===== src/rtl/mem_stage.sv =====
// Memory stage of the 5-stage MIPS pipeline: load data selection and extension,
// LWL/LWR byte-lane merging, and a one-entry read-data hold buffer for back-pressure.
module mem_stage (
    input  logic        clk,
    input  logic        reset,
    input  logic        flush,
    input  logic        ws_allowin,
    output logic        ms_allowin,
    input  logic        es_to_ms_valid,
    input  logic [95:0] es_to_ms_bus,
    input  logic [31:0] data_sram_rdata,
    output logic        ms_to_ws_valid,
    output logic [85:0] ms_to_ws_bus,
    output logic [9:0]  stall_ms_bus,
    output logic [32:0] forward_ms_bus,
    output logic        ms_exc_eret
);

    logic        ms_valid;
    logic        ms_ready_go;
    logic [95:0] ms_bus;
    logic        first;
    logic        buf_valid;
    logic [31:0] buf_data;

    logic        bd;
    logic        exc_sys;
    logic        eret_flush;
    logic        cp0_wen;
    logic        res_from_cp0;
    logic [7:0]  cp0_addr;
    logic        res_from_mem;
    logic [6:0]  inst_load;
    logic        gr_we;
    logic [4:0]  dest;
    logic [31:0] alu_result;
    logic [31:0] pc;
    logic        unused_bits;

    logic [1:0]  a;
    logic [31:0] rdata;
    logic [7:0]  byte_sel;
    logic [15:0] half_sel;
    logic [31:0] load_result;
    logic [3:0]  load_we;
    logic [3:0]  rf_we;
    logic [31:0] final_result;
    logic        inst_lwl;
    logic        inst_lwr;
    logic        fwd_valid;

    assign ms_ready_go    = 1'b1;
    assign ms_allowin     = !ms_valid || (ms_ready_go && ws_allowin);
    assign ms_to_ws_valid = ms_valid && ms_ready_go;

    always_ff @(posedge clk) begin
        if (reset || flush) begin
            ms_valid <= 1'b0;
        end else if (ms_allowin) begin
            ms_valid <= es_to_ms_valid;
        end
    end

    always_ff @(posedge clk) begin
        if (es_to_ms_valid && ms_allowin) begin
            ms_bus <= es_to_ms_bus;
        end
    end

    // SRAM data is only presented in the first cycle; hold it if writeback stalls us.
    always_ff @(posedge clk) begin
        if (reset || flush) begin
            first     <= 1'b0;
            buf_valid <= 1'b0;
        end else begin
            first <= es_to_ms_valid && ms_allowin;
            if (ms_valid && ws_allowin) begin
                buf_valid <= 1'b0;
            end else if (first && !ws_allowin) begin
                buf_valid <= 1'b1;
            end
        end
    end

    always_ff @(posedge clk) begin
        if (first && !ws_allowin) begin
            buf_data <= data_sram_rdata;
        end
    end

    assign bd           = ms_bus[95];
    assign exc_sys      = ms_bus[94];
    assign eret_flush   = ms_bus[93];
    assign cp0_wen      = ms_bus[92];
    assign res_from_cp0 = ms_bus[91];
    assign cp0_addr     = ms_bus[90:83];
    assign res_from_mem = ms_bus[82];
    assign inst_load    = ms_bus[81:75];
    assign gr_we        = ms_bus[69];
    assign dest         = ms_bus[68:64];
    assign alu_result   = ms_bus[63:32];
    assign pc           = ms_bus[31:0];
    assign unused_bits  = ^ms_bus[74:70];

    assign inst_lwl = inst_load[5];
    assign inst_lwr = inst_load[6];
    assign a        = alu_result[1:0];
    assign rdata    = buf_valid ? buf_data : data_sram_rdata;
    assign half_sel = a[1] ? rdata[31:16] : rdata[15:0];

    always_comb begin
        byte_sel = rdata[7:0];
        case (a)
            2'd0: byte_sel = rdata[7:0];
            2'd1: byte_sel = rdata[15:8];
            2'd2: byte_sel = rdata[23:16];
            2'd3: byte_sel = rdata[31:24];
            default: byte_sel = rdata[7:0];
        endcase
    end

    always_comb begin
        load_result = rdata;
        load_we     = {4{gr_we}};
        if (inst_load[0]) begin
            load_result = {{24{byte_sel[7]}}, byte_sel};
        end else if (inst_load[1]) begin
            load_result = {24'd0, byte_sel};
        end else if (inst_load[2]) begin
            load_result = {{16{half_sel[15]}}, half_sel};
        end else if (inst_load[3]) begin
            load_result = {16'd0, half_sel};
        end else if (inst_lwl) begin
            case (a)
                2'd0:    begin load_we = 4'b1000; load_result = rdata << 24; end
                2'd1:    begin load_we = 4'b1100; load_result = rdata << 16; end
                2'd2:    begin load_we = 4'b1110; load_result = rdata << 8;  end
                default: begin load_we = 4'b1111; load_result = rdata;       end
            endcase
        end else if (inst_lwr) begin
            case (a)
                2'd0:    begin load_we = 4'b1111; load_result = rdata;       end
                2'd1:    begin load_we = 4'b0111; load_result = rdata >> 8;  end
                2'd2:    begin load_we = 4'b0011; load_result = rdata >> 16; end
                default: begin load_we = 4'b0001; load_result = rdata >> 24; end
            endcase
        end
    end

    assign rf_we        = exc_sys ? 4'b0000 : load_we;
    assign final_result = res_from_mem ? load_result : alu_result;

    // Partial-word writes cannot be forwarded; decode stalls on stall_ms_bus instead.
    assign fwd_valid = ms_valid && !res_from_cp0 && !inst_lwl && !inst_lwr;

    assign ms_to_ws_bus   = {bd, exc_sys, eret_flush, cp0_wen, res_from_cp0, cp0_addr,
                             rf_we, dest, final_result, pc};
    assign stall_ms_bus   = {{5{ms_valid && gr_we}}, dest};
    assign forward_ms_bus = {fwd_valid, final_result};
    assign ms_exc_eret    = ms_valid && (exc_sys || eret_flush);

endmodule


===== config.mk =====
export PLATFORM = sky130hd
export DESIGN_NAME = mem_stage
export DESIGN_NICKNAME = d
export VERILOG_FILES = /design/src/rtl/mem_stage.sv
export SDC_FILE = /design/constraint.sdc
export NUM_CORES = 1
export LEC_CHECK = 0
export ABC_AREA = 1
export BUFFER_PORTS_ARGS = -buffer_cell sky130_fd_sc_hd__buf_2
export CORE_ASPECT_RATIO = 1.1
export CORE_MARGIN = 4
export CORE_UTILIZATION = 45
export DETAILED_ROUTE_END_ITERATION = 12
export PLACE_DENSITY = 0.83
export SYNTH_ARGS = -nofsm -noshare
export SYNTH_HDL_FRONTEND = slang
export SYNTH_SLANG_ARGS = --single-unit

===== constraint.sdc =====
create_clock -name clk -period 2.8 [get_ports clk]
set_input_delay 0.14 -clock clk [delete_from_list [all_inputs] [get_ports clk]]
set_output_delay 0.14 -clock clk [all_outputs]
set_load 0.01 [all_outputs]

==> results of run 1 <==
[routing by layer]
metal | wire (µm) | part of all wire, % | up-vias | GRT usage [%]
met5 | 0 | 0 | - | 0
met3 | 2290 | 9.5 | 72 | 7.44
met1 | 8890 | 37 | 3127 | 32.1
met4 | 1100 | 4.6 | 0 | 13.2
met2 | 11800 | 49 | 389 | 43.5
li1 | - | - | 3268 | -
[cell families after synthesis]
| logic type | Yosys count | synth area share, % |
|---|---|---|
| simple gates | 396 | 21.9 |
| compound gates | 126 | 10.9 |
| buf+inv | 189 | 15.2 |
| flops | 125 | 52.0 |
[critical path, delay by kind of cell (launching register included)]
family | cells | cell delay [ps]
AND/OR/NAND/NOR | 5 | 910
buffers and inverters | 2 | 250
AO/OA/AOI/OAI | 2 | 430
flip-flops | 1 | 510
[worst paths after layout]
kind	from	end
worst max-delay path	ms_bus[33]	forward_ms_bus[7]
worst min-delay path	es_to_ms_valid	first
worst max register to register	ms_to_ws_valid	ms_bus[62]
worst min register to register	ms_to_ws_valid	ms_to_ws_valid
[through the flow]
stage / hold WS [ps] / instances / setup WS, ps / cell area, µm²
floorplan: 238 / 836 / 153 / 7160
global placement: 316 / 1193 / 528 / 8070
detailed placement: 318 / 1193 / 476 / 8070
CTS: 27.8 / 1351 / 23.6 / 9910
global route: 87.4 / 1351 / 4.11 / 9940
finish: 49.0 / 1351 / 130 / 9940
[cell usage in the layout, fill, tap and decap left out, types with 2 or more instances in the layout]
master,instances
nor3_1,2
edfxtp_1,122
o21ai_1,13
a22oi_1,8
inv_1,55
nor2_2,2
nand3_1,37
clkinv_4,3
inv_6,5
nand2_2,2
o211ai_1,15
or2_2,2
nand2_1,314
dfxtp_1,3
a21oi_1,27
clkbuf_16,17
o21ai_0,39
nor2_4,4
buf_12,2
a21oi_2,21
inv_8,3
clkinvlp_4,3
inv_2,5
buf_4,22
dlygate4sd3_1,126
nor2_1,31
buf_2,258
[timing repair]
| action | CTS | global route |
|---|---|---|
| resized for setup | 0 | 9 |
| hold endpoints to repair | 125 | 0 |
| endpoints found under the setup margin | 0 | 44 |
| hold buffers | 126 | 0 |
[registers in the layout (all words and copies together) (netlist names)]
signal,count
ms_bus,90
buf_data,32
buf_valid,1
first,1
ms_to_ws_valid,1
[final cells by class]
type	instances	area, µm²	area share [%]
inverters	62	239	2.40
multi-input cells	522	2370	23.8
flip-flops and latches	125	3720	37.5
clock buffers	17	425	4.28
clock inverters	15	154	1.55
repair buffers	410	2780	28.0
well taps	200	250	2.52
[power by group through the flow]
| stage | registers [µW] | logic (µW) | clock network [µW] |
|---|---|---|---|
| after floorplan | 2220 | 606 | 0 |
| after CTS | 2190 | 1020 | 2190 |
| final | 2200 | 1040 | 2160 |
| after detailed placement | 2230 | 877 | 0 |
| after global placement | 2230 | 864 | 0 |
| after global routing | 2200 | 1130 | 2280 |
==> run summary, run 1 <==
The clock period minus worst slack was 2670 ps; the x dimension of the die was 128 µm. In this run the worst hold path is classified as in2reg. The worst setup path is of the reg2out kind.

The H-tree was split into 4 levels. The count of distinct cell types in the synthesized netlist was 28; the maximum number of pins on one net before global-route repair was 87. For this design, the slowest cell found on the critical path is edfxtp_1. The leakage component of the power is 0.00462 µW, and the count of fill cells added during filler insertion is 1245. The clock sink total was 125; the cell count of the worst reg-to-reg path was 5. At the end of the flow, the number of nets in the layout was 1271. The post-detailed-route wirelength per cell is 17.8 µm. The top cell type by area accounts for 51.2% of the synthesized area. Routability-driven placement finished with a final weighted congestion of 0.974. The number of storage elements in the synthesis netlist is 125. The worst setup path is launched from a flip-flop.

The logs give 45.7% for the effective utilization at floorplan and 0 for the number of warnings issued by yosys. After synthesis, the cell types taking the most area are edfxtp_1, nand2_1, buf_4. Maximum fanout encountered on the critical timing path: 9. Summed over all layers, the global routing overflow is 0. On the worst path, the slowest cell contributes a delay of 510 ps. The commonest cells after synthesis are nand2_1, edfxtp_1, buf_4. 265 I/O pins were placed.

The die span in y is 140 µm, and the slew at the pin closest to its max-slew limit is 532 ps. After synthesis the cells add up to 7160 µm². At the later pin of the worst-skew pair, clock insertion delay measures 420 ps.

Once detail routing completed, the nets flagged for antenna violations numbered 0. The run gives 0 as the buffers inserted during post-CTS setup optimization. Count of routing violations after the opening detailed-route iteration: 568.

In the routed design, unresolved DRC markers number 0. STA classifies the critical path endpoint as an output pin. The run gives 48 as the site row count. The half-perimeter wire length after placement was 16.3 mm; the number of antenna violations at the first check in global routing was 0. No sink is reached through more buffers than the 2 on the longest clock path. For this design the total switching power over the nets is 1540 µW.

The number of global-route vias before repair was 6949. The post-route fraction of the period consumed by the critical path came out at 95.4%. The pre-antenna-repair detailed-routing pass consisted of 6 iterations.

Counting instances, the worst hold path has a depth of 3. The highest clock frequency the design can meet is 375 MHz, and the sequential share of the synthesized area is 52.0%. Clock-pin slew was measured on the worst setup and hold paths at 60 ps. Setup repair after global routing left no endpoint under its margin.

The dominant cell type by area after synthesis is edfxtp_1. Of the total power, registers draw 40.7%. The normalized max-slew margin is 64.5%, and the total of endpoints with negative setup slack in the final report is 0. Total of max-cap violations: 0. The number of hold-slack violations in the final timing report is 0. The floorplan die area was 18000 µm²; the switching part of the total power was 28.5%. 0 antenna diodes ended up in the layout. Share of layout cells above drive strength 1: 30.9%.

The region available for standard cell placement spans 15700 µm². The average instance area after synthesis was 8.57 µm²; the number of buffers added by the clock tree synthesis step was 17. The most common cell in the synthesized netlist is nand2_1.

Relative to the synthesized area, the layout overhead comes to 38.8%. The share of total power dissipated in the clock network is 40.1%. CTS root buffer: clkbuf_16. The worst register-to-register path has a setup slack of 1010 ps.

Between clock sinks in the finished design, the worst skew comes to 11.6 ps. The total detailed-routing wirelength is 24.1 mm, and the total count of max-transition violations in the final report is 0. Global routing consumed, over all layers together, 26.6% of the routing resources. The run finished with clean final reports.

The total number of vias came out at 6856. For this run, the share of the core covered by cells in the final layout is 63.4%. The run gives 836 as the synthesized netlist cell count. Cell internal power was estimated by the tool at 3850 µW.

The most used flip-flop cell after synthesis is edfxtp_1. The share of async-settable or async-resettable flops after synthesis is 0%, and the count of input and output buffers is 258. TritonCTS built the clock tree.

Dividing the detail-routed via count by the number of cells gives 5.07. Yosys mapped a number of flops with a built-in enable equal to 122. At the worst endpoint, the required time is 2660 ps.

Walking the worst path, the cells encountered are nand2_2, nand2_1, nand3_1, o21ai_0, nand2_1, nand3_1, o21ai_0, inv_1, buf_2. Total power for the finished layout comes to 5390 µW. The setup TNS came out at 0 ps. The arrival time of data at the critical path endpoint was 2530 ps; the relative contribution of combinational cells to total power was 19.2%. The run gives 0.511 mV as the maximum VDD drop. The number of nets in the synthesized netlist is 969. For the global-route wire length before repair, the log shows 37.0 mm. For this design the ratio of total power to cell area is 542 nW/µm².
Power figures use the tool's default switching activity.
==> run 2: changes to the inputs <==
--- a/config.mk
+++ b/config.mk
@@ -12,6 +12,7 @@
 export CORE_UTILIZATION = 45
 export DETAILED_ROUTE_END_ITERATION = 12
 export PLACE_DENSITY = 0.83
+export SETUP_SLACK_MARGIN = 0.15
 export SYNTH_ARGS = -nofsm -noshare
 export SYNTH_HDL_FRONTEND = slang
 export SYNTH_SLANG_ARGS = --single-unit
==> run summary, run 2 (synthesis results as in run 1) <==
The flow ran to the end, and the final reports show no timing, DRC or antenna violations. The tools report the total number of vias as 6915 (+0.86%). Number of hold-slack violations in the final timing report: 0 (unchanged). The setup TNS is 0 ps (unchanged).

For the total power after layout, the log shows 5430 µW (+0.76%). The signal on the critical path passes through buf_4, nor2_4, buf_4, nand3_1, nand2_1, nor2_1, o21a_2, buf_12, a21oi_2, buf_2. The count of fill cells added during filler insertion was 1233 (-0.96%). For the I/O pin total, the log shows 265 (unchanged).

The tools report the worst slack on hold paths as 34.9 ps (-14.1 ps). For the total global routing overflow, the log shows 0 (unchanged). The CTS root buffer is clkbuf_16.

Slew at the pin closest to its max-slew limit: 522 ps (-9.87 ps). Number of nets in the layout: 1285 (+1.1%). The power per standard cell area was 537 nW/µm² (-0.98%). Per-cell via count in the routed design: 5.07 (-0.17%).

For the placeable core region, the log shows 15700 µm² (unchanged). Count of input and output buffers: 258 (unchanged). Number of buffers on the longest clock path: 2 (unchanged).

The tools report the total of endpoints with negative setup slack in the final report as 0 (unchanged). For the share of the core filled with cells, the log shows 64.5% (+1.1 points). The total routing resource utilization after global routing was 26.7% (+0.032 points); the detailed-routing iteration count for the pre-antenna-repair pass was 6 (unchanged).

The global-route wire length before repair is 37.1 mm (+0.21%). The count of routing violations after the opening detailed-route iteration is 657 (+16%), and the number of gates on the worst path with buffers counted is 10 (+1). The number of antenna violations at the first check in global routing is 0 (unchanged). TritonCTS built the clock tree. The post-detailed-route wirelength per cell works out to 17.8 µm (+0.15%). The worst setup path is of the reg2out kind. The clock sink total is 125 (unchanged). Among all stages on the critical path, the largest delay is contributed by edfxtp_1.

The top cell types in the final layout, fill and taps aside, are nand2_1, buf_2, dlygate4sd3_1. The tools report the arrival time of data at the critical path endpoint as 2490 ps (-40 ps). The final RePlAce weighted congestion came out at 0.974 (unchanged). Total count of max-transition violations in the final report: 0 (unchanged). The maximum VDD drop is 0.512 mV (+0.31%), and the share of layout cells above drive strength 1 is 32.2% (+1.3 points).

The floorplan die area came out at 18000 µm² (unchanged). The run gives 0.00471 µW (+2.0%) as the leakage component of the power. The clock transition at the registers of the reported paths was 60 ps (about the same); the area growth from synthesis to layout was 41.3%.

Most common cell after layout, fill and taps aside: nand2_1. The number of flip-flops under the largest register name was 90 (unchanged); the cell count of the worst hold path was 3 (unchanged). The clock period minus worst slack came out at 2630 ps (-41.8 ps).

The maximum fanout encountered on the critical timing path was 18 (+9). The count of nets left with antenna violations after detail routing is 0 (unchanged), and the maximum number of pins on one net before global-route repair is 87 (unchanged). The diode insertion count for antenna repair is 0 (unchanged), and the DRC violation count after routing is 0 (unchanged).

The post-route fraction of the period consumed by the critical path came out at 93.9% (-1.5 points). The logs give 45.7% (unchanged) for the effective utilization at floorplan and 16.3 mm (unchanged) for the half-perimeter wire length after placement. The tools report the endpoint type of the worst setup path as an output pin.

For the data required time at the worst endpoint, the log shows 2660 ps (about the same). The tools report the total detailed-routing wirelength as 24.4 mm (+1.2%). In this run the worst hold path is classified as in2reg.

In this run the most critical hold path is launched from es_to_ms_valid. The cell count of the worst reg-to-reg path is 5 (unchanged), and the site row count is 48 (unchanged). Launching element of the worst setup path: ms_bus[32]. The number of global-route vias before repair was 6952 (+0.043%).

The worst-skew pair later-pin latency came out at 420 ps (about the same). Most flop-heavy register: ms_bus. The die span in y is 140 µm (unchanged). For the H-tree depth, the log shows 4 (unchanged). The largest registers in the layout are ms_bus: 90 flops, buf_data: 32 flops. In this design, the critical path's most frequently occurring cell is buf_4. The tools report the normalized max-slew margin as 65.1% (+0.66 points).

The x dimension of the die is 128 µm (unchanged), and the worst setup skew after layout is 13.3 ps (+1.71 ps). The sum of buffers and inverters on the critical path is 4 (+2). Setup repair after global routing could not meet its margin everywhere.

The run gives 380 MHz (+1.6%) as the highest clock frequency the design can meet. The total of max-cap violations came out at 0 (unchanged). The number of buffers added by the clock tree synthesis step is 17 (unchanged). Launch instance of the worst register-to-register path: ms_to_ws_valid. Launching element type of the critical path: a flip-flop. Among cell families on the critical path, the largest total delay comes from buffers and inverters.

The delay of the slowest cell on the worst path came out at 450 ps (-60 ps).
run 2: routing by layer:
layer	global-route usage, %	vias to the layer above	share of wire [%]
met5	0	-	0
met4	13.0	0	3.7
met3	7.78	63	10
met2	43.7	394	50
met1	32.0	3159	37
li1	-	3299	-
run 2: final cells by class:
| class | count | area [µm²] | share of cell area (%) |
|---|---|---|---|
| Timing Repair Buffer | 424 | 2930 | 29.0 |
| Clock inverter | 15 | 154 | 1.52 |
| Sequential cell | 125 | 3720 | 36.8 |
| Inverter | 62 | 239 | 2.36 |
| Tap cell | 200 | 250 | 2.47 |
| Multi-Input combinational cell | 522 | 2390 | 23.6 |
| Clock buffer | 17 | 425 | 4.20 |
run 2: path summary, 6_finish.rpt:
check	endpoint	slack [ps]
setup / recovery	ms_to_ws_bus[50]	170
hold / removal	first	30
setup reg to reg	ms_bus[62]	1000
hold reg to reg	ms_to_ws_valid	720
run 2: repair_timing:
item,CTS,global route
gates cloned,0,1
gates resized for setup,7,15
setup buffers,0,13
pin swaps,0,4
setup endpoints to repair,40,55
hold buffers,126,0
endpoints found under the hold margin,125,0
run 2: tightest hold or removal path: stages:
cell and delay (ps):
buf_2 80, nand2_1 110, nor2_1 100
run 2: per-stage QoR:
step	std cells	setup WS (ps)	area [µm²]
floorplan	836	153	7160
global placement	1193	528	8070
detailed placement	1193	476	8070
CTS	1351	160	9940
global route	1365	78.5	10100
finish	1365	172	10100
run 2: report_power, final:
| group | internal [µW] | total [µW] | switching (µW) |
|---|---|---|---|
| logic | 462 | 1070 | 611 |
| registers | 2160 | 2190 | 33.4 |
| clock network | 1250 | 2170 | 913 |
| total | 3870 | 5430 | 1560 |
